--- config.mk ---
export PLATFORM = sky130hd
export DESIGN_NAME = player_ctrl
export DESIGN_NICKNAME = d
export VERILOG_FILES = /design/src/rtl/player_ctrl.sv
export SDC_FILE = /design/constraint.sdc
export NUM_CORES = 1
export LEC_CHECK = 0
export CAP_MARGIN = 30
export CORE_ASPECT_RATIO = 2
export CORE_UTILIZATION = 64
export DETAILED_ROUTE_END_ITERATION = 10
export MAX_ROUTING_LAYER = met4
export PLACE_DENSITY = 0.95
export SLEW_MARGIN = 40
export SYNTH_ARGS = -nofsm -noshare
export SYNTH_HDL_FRONTEND = slang
export SYNTH_SLANG_ARGS = --single-unit
--- constraint.sdc ---
create_clock -name clk22 -period 9.82 [get_ports clk22]
set_input_delay 2.946 -clock clk22 [delete_from_list [all_inputs] [get_ports clk22]]
set_output_delay 2.946 -clock clk22 [all_outputs]
set_load 0.01 [all_outputs]
--- src/rtl/player_ctrl.sv ---
`timescale 1ns/1ps
// player_ctrl: keypad-driven player ship with clamped movement, lives and post-hit invulnerability.
// Build macro PLAYER_DIAG_NORM_EN scales each axis step to 3/4 when both axes move in one tick.
module player_ctrl #(
    parameter int W           = 10,
    parameter int X_MIN       = 10,
    parameter int X_MAX       = 430,
    parameter int Y_MIN       = 10,
    parameter int Y_MAX       = 465,
    parameter int X_INIT      = 220,
    parameter int Y_INIT      = 360,
    parameter int SPEED       = 7,
    parameter int FOCUS_SPEED = 3,
    parameter int LIVES       = 3,
    parameter int INVUL_TICKS = 64
) (
    input  logic         clk22,
    input  logic         rst_n,
    input  logic         gameover,
    input  logic         hit,
    input  logic         focus,
    input  logic [3:0]   btnstate,
    output logic [W-1:0] reimux,
    output logic [W-1:0] reimuy,
    output logic         invul,
    output logic [2:0]   lives,
    output logic         dead
);

    localparam int CW = $clog2(INVUL_TICKS + 1);

    localparam logic [W:0]    X_LO   = (W+1)'(X_MIN);
    localparam logic [W:0]    X_HI   = (W+1)'(X_MAX);
    localparam logic [W:0]    Y_LO   = (W+1)'(Y_MIN);
    localparam logic [W:0]    Y_HI   = (W+1)'(Y_MAX);
    localparam logic [W:0]    STEP_N = (W+1)'(SPEED);
    localparam logic [W:0]    STEP_F = (W+1)'(FOCUS_SPEED);
    localparam logic [W-1:0]  X_RST  = W'(X_INIT);
    localparam logic [W-1:0]  Y_RST  = W'(Y_INIT);
    localparam logic [2:0]    L_RST  = 3'(LIVES);
    localparam logic [CW-1:0] CNT_LD = CW'(INVUL_TICKS - 1);
`ifdef PLAYER_DIAG_NORM_EN
    localparam logic [W:0]    DIAG_N = (W+1)'((SPEED * 3) >> 2);
    localparam logic [W:0]    DIAG_F = (W+1)'((FOCUS_SPEED * 3) >> 2);
`endif

    typedef enum logic [1:0] {ALIVE = 2'd0, INVUL = 2'd1, DEAD = 2'd2} state_t;

    state_t        state_q, state_d;
    logic [W-1:0]  x_q, x_d, y_q, y_d;
    logic [2:0]    lives_q, lives_d;
    logic [CW-1:0] cnt_q, cnt_d;
    logic          invul_q, invul_d, dead_q, dead_d;
    logic [W:0]    step;
    logic [W-1:0]  x_mov, y_mov;
`ifdef PLAYER_DIAG_NORM_EN
    logic          x_mv, y_mv;
`endif

    // One axis: 10 = decrement, 01 = increment, in W+1 bits so nothing wraps; result always in [lo,hi].
    function automatic logic [W-1:0] move_axis(input logic [W-1:0] p, input logic [1:0] dir,
                                               input logic [W:0] step_v, input logic [W:0] lo,
                                               input logic [W:0] hi);
        logic [W:0] pe;
        logic [W:0] r;
        pe = {1'b0, p};
        r  = pe;
        if (dir == 2'b10) begin
            r = (pe >= lo + step_v) ? pe - step_v : lo;
        end else if (dir == 2'b01) begin
            r = (pe + step_v <= hi) ? pe + step_v : hi;
        end
        if (dir == 2'b10 || dir == 2'b01) begin
            if (r < lo) begin
                r = lo;
            end else if (r > hi) begin
                r = hi;
            end
        end
        return W'(r);
    endfunction

    always_comb begin
        step = focus ? STEP_F : STEP_N;
`ifdef PLAYER_DIAG_NORM_EN
        x_mv = btnstate[1] ^ btnstate[0];
        y_mv = btnstate[3] ^ btnstate[2];
        if (x_mv && y_mv) begin
            step = focus ? DIAG_F : DIAG_N;
        end
`endif
        x_mov = move_axis(x_q, btnstate[1:0], step, X_LO, X_HI);
        y_mov = move_axis(y_q, btnstate[3:2], step, Y_LO, Y_HI);
    end

    always_comb begin
        state_d = state_q;
        x_d     = x_q;
        y_d     = y_q;
        lives_d = lives_q;
        cnt_d   = cnt_q;
        if (gameover) begin
            state_d = ALIVE;
            x_d     = X_RST;
            y_d     = Y_RST;
            lives_d = L_RST;
            cnt_d   = '0;
        end else begin
            case (state_q)
                ALIVE: begin
                    if (hit) begin
                        lives_d = lives_q - 3'd1;
                        if (lives_q == 3'd1) begin
                            state_d = DEAD;
                        end else begin
                            x_d     = X_RST;
                            y_d     = Y_RST;
                            cnt_d   = CNT_LD;
                            state_d = INVUL;
                        end
                    end else begin
                        x_d = x_mov;
                        y_d = y_mov;
                    end
                end
                INVUL: begin
                    x_d = x_mov;
                    y_d = y_mov;
                    if (cnt_q == '0) begin
                        state_d = ALIVE;
                    end else begin
                        cnt_d = cnt_q - CW'(1);
                    end
                end
                default: ;
            endcase
        end
        invul_d = (state_d == INVUL);
        dead_d  = (state_d == DEAD);
    end

    always_ff @(posedge clk22 or negedge rst_n) begin
        if (!rst_n) begin
            state_q <= ALIVE;
            x_q     <= X_RST;
            y_q     <= Y_RST;
            lives_q <= L_RST;
            cnt_q   <= '0;
            invul_q <= 1'b0;
            dead_q  <= 1'b0;
        end else begin
            state_q <= state_d;
            x_q     <= x_d;
            y_q     <= y_d;
            lives_q <= lives_d;
            cnt_q   <= cnt_d;
            invul_q <= invul_d;
            dead_q  <= dead_d;
        end
    end

    assign reimux = x_q;
    assign reimuy = y_q;
    assign lives  = lives_q;
    assign invul  = invul_q;
    assign dead   = dead_q;

endmodule

==> impl_metrics.py, run 1 <==
metrics = {
    "outcome": {
        "status": "complete, but fails checks",
        "failed_checks": "DRC",
    },
    "timing": {
        "fin_skew_ns": 0.00378,
        "setup_viol": 0,
        "hold_viol": 0,
        "slew_viol_final": 0,
        "max-slew-margin-rel_pct": 46.2,
        "clock.fmax_mhz": 152,
        "worst_pin_slew_ns": 0.800,
        "period_minus_slack_ns": 6.59,
        "period_share_pct": 67.1,
        "rsz0062_at_grt": "false",
        "fin_setup_tns_ns": 0,
    },
    "logic_synthesis": {
        "yosysWarnings": 0,
        "syn_area_mm2": 0.00392,
        "synth.distinct_cells": 85,
        "synth_seq_cells": 34,
        "synth_ff_type": "dfrtp_1",
        "syn-num-nets": 538,
        "synthArstFlopShare_pct": 100,
        "synth-edff-count": 0,
        "syn_avg_cell_area_um2": 7.75,
        "syn_inst": 506,
        "ys_seq_area_share_pct": 22.0,
    },
    "worst_setup_path": {
        "crit_chain": "clkdlybuf4s50_1 > inv_1 > ha_1 > nor2b_1 > o21ai_0 > nor4b_1 > o32a_1 > or4b_1 > a211oi_1 > o2111ai_1 > a31oi_1 > o22ai_1",
        "crit_start": "focus",
        "r2r-start": "reimux[0]",
        "reg2reg_slack_ns": 5.95,
        "cp_max_fo": 9,
        "max_stage_delay_ns": 0.56,
        "timing.rr.end": "reimux[9]",
        "slowest_stage": "clkdlybuf4s50_1",
        "critPathKind": "primary input to register",
        "cp.arrival_ns": 6.73,
        "reg2reg_depth": 11,
        "critPathRequiredTime_ns": 9.96,
        "critPathCaptureType": "register",
        "start_kind": "primary input",
        "crit_end": "reimuy[0]",
    },
    "power": {
        "max-vdd-ir-drop_mv": 0.190,
        "switching_share_pct": 38.9,
        "combPwrFrac_pct": 37.7,
        "fin_total_pwr_w": 0.000561,
        "p_seq_share_pct": 34.6,
        "power_density_mw_per_mm2": 129,
        "p_leak_nw": 1.75,
        "power.switching_w": 0.000219,
        "p_int_w": 0.000343,
        "clkPwrFrac_pct": 27.7,
    },
    "grt": {
        "grt_pass1_vias": 4393,
        "grt_overflow_total": 0,
        "grt_pass1_wl_um": 22600,
        "grt_max_degree": 35,
        "grt_usage_pct": 47.6,
        "antenna_found_initial": 0,
    },
    "floorplanning": {
        "core-area_mm2": 0.00596,
        "die_w_um": 57.4,
        "start_util_pct": 65.8,
        "die_h_um": 113,
        "io_pins": 34,
        "num_rows": 40,
        "die-area_mm2": 0.00646,
    },
    "clock_tree": {
        "cts_root_buf": "clkbuf_16",
        "cts_resized": 0,
        "clockBufferDepth": 2,
        "cts_setup_buffers": 0,
        "path_clk_slew_ns": 0.05,
        "cts_tree": "yes",
        "clkLatencyLatePin_ns": 0.28,
        "clock_sinks": 34,
        "cts-buffers-inserted": 5,
        "cts_hold_buffers": 0,
        "cts_max_level": 2,
    },
    "detailed_routing": {
        "drt-initial-drc-count": 530,
        "detail-route-antenna-nets": 0,
        "wl_met3_um": 1170,
        "via_per_inst": 7.60,
        "highest_layer": "met4",
        "dr.pass1.iters": 9,
        "met2_length_um": 7150,
        "met1Wirelength_um": 4440,
        "routed_wirelength_um": 14200,
        "drc_errors": 2,
        "wl_per_cell_um": 24.4,
        "vias": 4432,
    },
    "finish": {
        "multi_input_area_mm2": 0.00282,
        "final_layout_size_suffix_gt1_share_pct": 8.65,
        "nets": 551,
        "nFillCells": 450,
        "final_util_pct": 73.3,
        "area_growth_pct": 11.3,
        "regArea_um2": 865,
        "num_antenna_cells": 0,
        "finalInstanceArea_mm2": 0.00436,
    },
    "placement": {
        "placed_cell_area_mm2": 0.00421,
        "portBuffers": 33,
        "dp_hpwl_um": 10100,
        "gp_congestion": 1.06,
    },
    "hold_path": {
        "hold_class": "register to register",
    },
    "flow_run": {
        "max-cap-violations": 0,
    },
}
[kinds of logic after synthesis]
| group | after synthesis | share of synthesized area, % |
|---|---|---|
| and+or+nand+nor | 205 | 27.7 |
| xor gates and xnor gates | 12 | 2.68 |
| muxes | 4 | 1.08 |
| buffers and inverters | 58 | 6.16 |
| adders and majority gates | 23 | 7.34 |
| AOI/OAI and AO/OA | 170 | 33.0 |
| DFF | 34 | 22.0 |
[power by group through the flow]
stage	logic, W	clock network, W	registers, W
final	0.000211	0.000155	0.000194
after global routing	0.000226	0.000164	0.000196
after CTS	0.000204	0.000156	0.000192
after detailed placement	0.000199	0	0.000193
after global placement	0.000192	0	0.000191
after floorplan	0.000145	0	0.000179
[per-stage QoR]
stage | std cells | hold slack, ns | setup slack (ns)
floorplan | 506 | 0.483 | 4.27
global route | 583 | 0.565 | 3.06
global placement | 575 | 0.506 | 3.18
detailed placement | 575 | 0.534 | 3.08
CTS | 583 | 0.561 | 3.36
finish | 583 | 0.572 | 3.23
[worst min path at each step]
| stage | startpoint | to | slack, ns | cells after the start |
|---|---|---|---|---|
| after floorplan | cnt_q[5] | cnt_q[5] | 0.48 | 1 |
| after CTS | cnt_q[5] | cnt_q[5] | 0.56 | 1 |
| final | cnt_q[5] | cnt_q[5] | 0.57 | 1 |
| after global routing | cnt_q[5] | cnt_q[5] | 0.56 | 1 |
| after detailed placement | cnt_q[6] | cnt_q[6] | 0.53 | 1 |
| after global placement | cnt_q[5] | cnt_q[5] | 0.51 | 1 |
[state kept, by name, indices dropped and copies added (netlist names)]
name     count
cnt_q        7
dead         1
invul        1
lives        3
reimux      10
reimuy      10
state_q      2
[worst max-delay path: cells and delay by family]
| family | cells | cell delay, ns |
|---|---|---|
| compound gates | 6 | 1.41 |
| simple gates | 3 | 1.16 |
| buf+inv | 2 | 0.69 |
| fa+ha+maj | 1 | 0.51 |
[synthesized netlist by cell type, drive strengths merged, types with 4 or more instances]
master / number / share of area, %
nand2: 49 / 4.7
nor2: 47 / 4.7
o21ai: 30 / 3.9
a21oi: 29 / 3.9
inv: 27 / 2.6
dfrtp: 23 / 15
ha: 23 / 7.3
clkbuf: 17 / 1.6
nand2b: 15 / 2.5
nor4: 15 / 2.9
buf: 12 / 1.8
nand3: 12 / 1.9
nor2b: 12 / 2.0
dfstp: 11 / 7.4
nor3: 11 / 1.4
a31oi: 9 / 1.4
o31ai: 9 / 1.7
xnor2: 9 / 2.0
a22o: 8 / 1.8
and3: 8 / 1.3
nand4: 8 / 1.3
a211oi: 7 / 2.0
a21o: 7 / 1.3
o211ai: 7 / 1.3
o21a: 7 / 1.5
or2: 7 / 1.1
o22ai: 5 / 0.80
or3: 5 / 0.80
nor4b: 4 / 0.89
o21bai: 4 / 0.77
[cells in the final DEF, fill, tap and decap left out, types with 4 or more instances in the layout]
cell type,n
or2_2,4
o21ai_0,25
nand3_1,11
a31oi_1,9
nand2_1,49
nand2b_1,14
clkbuf_16,5
nor2b_1,11
o22ai_1,5
nor3_1,10
o21bai_1,4
a21o_1,7
dfrtp_1,23
inv_1,27
ha_1,23
nor4_1,13
a22o_1,8
dfstp_2,11
o211ai_1,7
and3_1,8
a21oi_1,27
o21a_1,6
nor2_1,46
nand4_1,8
o21ai_1,4
o31ai_1,9
nor4b_1,4
a211oi_1,5
xnor2_1,9
clkdlybuf4s50_1,33
or3_1,5
[per-layer routing]
metal  vias to the layer above  track usage, %
met3                       142            12.8
met5                         -               -
met1                      2046            44.2
met2                       323            79.0
li1                       1921               -
met4                         0            38.9
[area by class of cell]
cell class / count / share of cell area, %
repair buffers: 35 / 7.91
multi-input cells: 414 / 64.6
well taps: 63 / 1.81
flip-flops and latches: 34 / 19.8
clock buffers: 8 / 3.35
inverters: 29 / 2.49
No activity file was read; power rests on OpenSTA's default activity.
==> inputs of run 2 (changes only) <==
--- a/config.mk
+++ b/config.mk
@@ -7,10 +7,10 @@
 export LEC_CHECK = 0
 export CAP_MARGIN = 30
 export CORE_ASPECT_RATIO = 2
-export CORE_UTILIZATION = 64
+export CORE_UTILIZATION = 54
 export DETAILED_ROUTE_END_ITERATION = 10
 export MAX_ROUTING_LAYER = met4
-export PLACE_DENSITY = 0.95
+export PLACE_DENSITY = 0.88
 export SLEW_MARGIN = 40
 export SYNTH_ARGS = -nofsm -noshare
 export SYNTH_HDL_FRONTEND = slang
==> constraint.sdc (replaced) <==
create_clock -name clk22 -period 6 [get_ports clk22]
set_input_delay 1.8 -clock clk22 [delete_from_list [all_inputs] [get_ports clk22]]
set_output_delay 1.8 -clock clk22 [all_outputs]
set_load 0.01 [all_outputs]
==> impl_metrics.py, run 2 (synthesis gave the netlist of run 1 again) <==
metrics = {
    "worst_setup_path": {
        "crit_chain": "clkdlybuf4s50_1 > inv_1 > ha_1 > nor2b_2 > o21ai_2 > o31ai_1 > o41ai_2 > a31oi_1 > nand4_1 > a311o_1 > and3_1 > a22o_1",
        "cp_max_fo": 11,
        "critPathKind": "primary input to register",
        "critPathRequiredTime_ns": 6.16,
        "slowest_stage": "clkdlybuf4s50_1",
        "critPathCaptureType": "register",
        "cp.arrival_ns": 5.56,
        "start_kind": "primary input",
        "max_stage_delay_ns": 0.55,
    },
    "grt": {
        "grt_usage_pct": 36.9,
        "grt_max_degree": 35,
        "grt_overflow_total": 0,
        "grt_pass1_vias": 4165,
        "grt_pass1_wl_um": 21300,
        "antenna_found_initial": 0,
    },
    "timing": {
        "clock.fmax_mhz": 185,
        "setup_viol": 0,
        "slew_viol_final": 0,
        "worst_pin_slew_ns": 0.835,
        "fin_ws_ns": 0.601,
        "fin_skew_ns": 0.00325,
        "max-slew-margin-rel_pct": 43.9,
        "period_minus_slack_ns": 5.40,
        "rsz0062_at_grt": "false",
        "fin_setup_tns_ns": 0,
        "hold_viol": 0,
        "period_share_pct": 90.0,
    },
    "detailed_routing": {
        "met1Wirelength_um": 4430,
        "drc_errors": 0,
        "drt-initial-drc-count": 445,
        "wl_per_cell_um": 21.4,
        "dr.pass1.iters": 6,
        "detail-route-antenna-nets": 0,
        "vias": 4291,
        "highest_layer": "met4",
        "via_per_inst": 7.02,
        "wl_met3_um": 670,
        "routed_wirelength_um": 13100,
        "met2_length_um": 6820,
    },
    "clock_tree": {
        "clkLatencyLatePin_ns": 0.27,
        "clock_sinks": 34,
        "cts_resized": 0,
        "path_clk_slew_ns": 0.05,
        "cts_root_buf": "clkbuf_16",
        "cts-buffers-inserted": 5,
        "cts_setup_buffers": 0,
        "cts_tree": "yes",
        "cts_max_level": 2,
        "clockBufferDepth": 2,
        "cts_hold_buffers": 0,
    },
    "outcome": {
        "status": "completed",
    },
    "placement": {
        "dp_hpwl_um": 9710,
        "placed_cell_area_mm2": 0.00427,
        "place_ws_ns": 0.385,
        "portBuffers": 33,
        "gp_congestion": 1.04,
    },
    "power": {
        "fin_total_pwr_w": 0.000886,
        "power_density_mw_per_mm2": 201,
        "p_leak_nw": 1.75,
        "max-vdd-ir-drop_mv": 0.234,
    },
    "finish": {
        "nets": 553,
        "layout_commonest_cell": "nand2_1",
        "num_antenna_cells": 0,
        "final_cell_mix": "nand2_1 (49), nor2_1 (46), clkdlybuf4s50_1 (33), inv_1 (27), a21oi_1 (27)",
        "final_layout_size_suffix_gt1_share_pct": 8.83,
        "final_util_pct": 62.9,
        "area_growth_pct": 12.2,
        "finalInstanceArea_mm2": 0.00440,
    },
    "floorplanning": {
        "die_w_um": 62.3,
        "die-area_mm2": 0.00763,
        "core-area_mm2": 0.00699,
        "num_rows": 43,
        "io_pins": 34,
        "start_util_pct": 56.1,
        "die_h_um": 123,
    },
    "flow_run": {
        "max-cap-violations": 0,
    },
    "hold_path": {
        "hold_class": "register to register",
    },
}
-- run 2: cell count changes in the layout (fill, tap and decap cells not counted), sizes merged --
cell,change
buf,+2
clkbuf,-1
-- run 2: worst paths after layout --
check / cells past startpoint / endpoint / startpoint / slack, ns
worst max-delay path: 12 / reimux[9] / focus / 0.60
worst min-delay path: 1 / cnt_q[6] / cnt_q[6] / 0.53
worst max register to register: 11 / reimux[9] / reimux[0] / 2.08
worst min register to register: 1 / cnt_q[6] / cnt_q[6] / 0.53
max in group asynchronous: 2 / reimuy[3] / rst_n / 3.74
min in group asynchronous: 2 / cnt_q[4] / rst_n / 1.93
-- run 2: worst max-delay path, delay by kind of cell --
kind                     cells  cell delay [ns]
adder cells (fa/ha/maj)      1             0.50
buffers and inverters        2             0.67
AND/OR/NAND/NOR              3             0.67
AO/OA/AOI/OAI                6             1.92
-- run 2: layout make-up --
class                           instances  area [um^2]
Tap cell                               90          113
Fill cell                             630         2590
Inverter                               29          109
Multi-Input combinational cell        414         2820
Clock buffer                            7          133
Sequential cell                        34          865
Timing Repair Buffer                   37          360
-- run 2: stage by stage --
step	instances	hold WS [ns]
after floorplan	506	0.483
after global placement	604	0.511
after detailed placement	604	0.529
after CTS	611	0.535
after global routing	611	0.567
final	611	0.532
-- run 2: where the power goes --
group / switching, W / internal [W] / total, W
Clock: 0.0000857 / 0.000151 / 0.000237
Sequential: 0.0000546 / 0.000261 / 0.000315
Combinational: 0.000199 / 0.000135 / 0.000334
-- run 2: layer usage --
| metal | vias to the layer above | GRT usage, % |
|---|---|---|
| met5 | - | - |
| met4 | 0 | 26.6 |
| met3 | 98 | 4.46 |
| met2 | 254 | 67.6 |
| met1 | 2007 | 35.3 |
| li1 | 1932 | - |
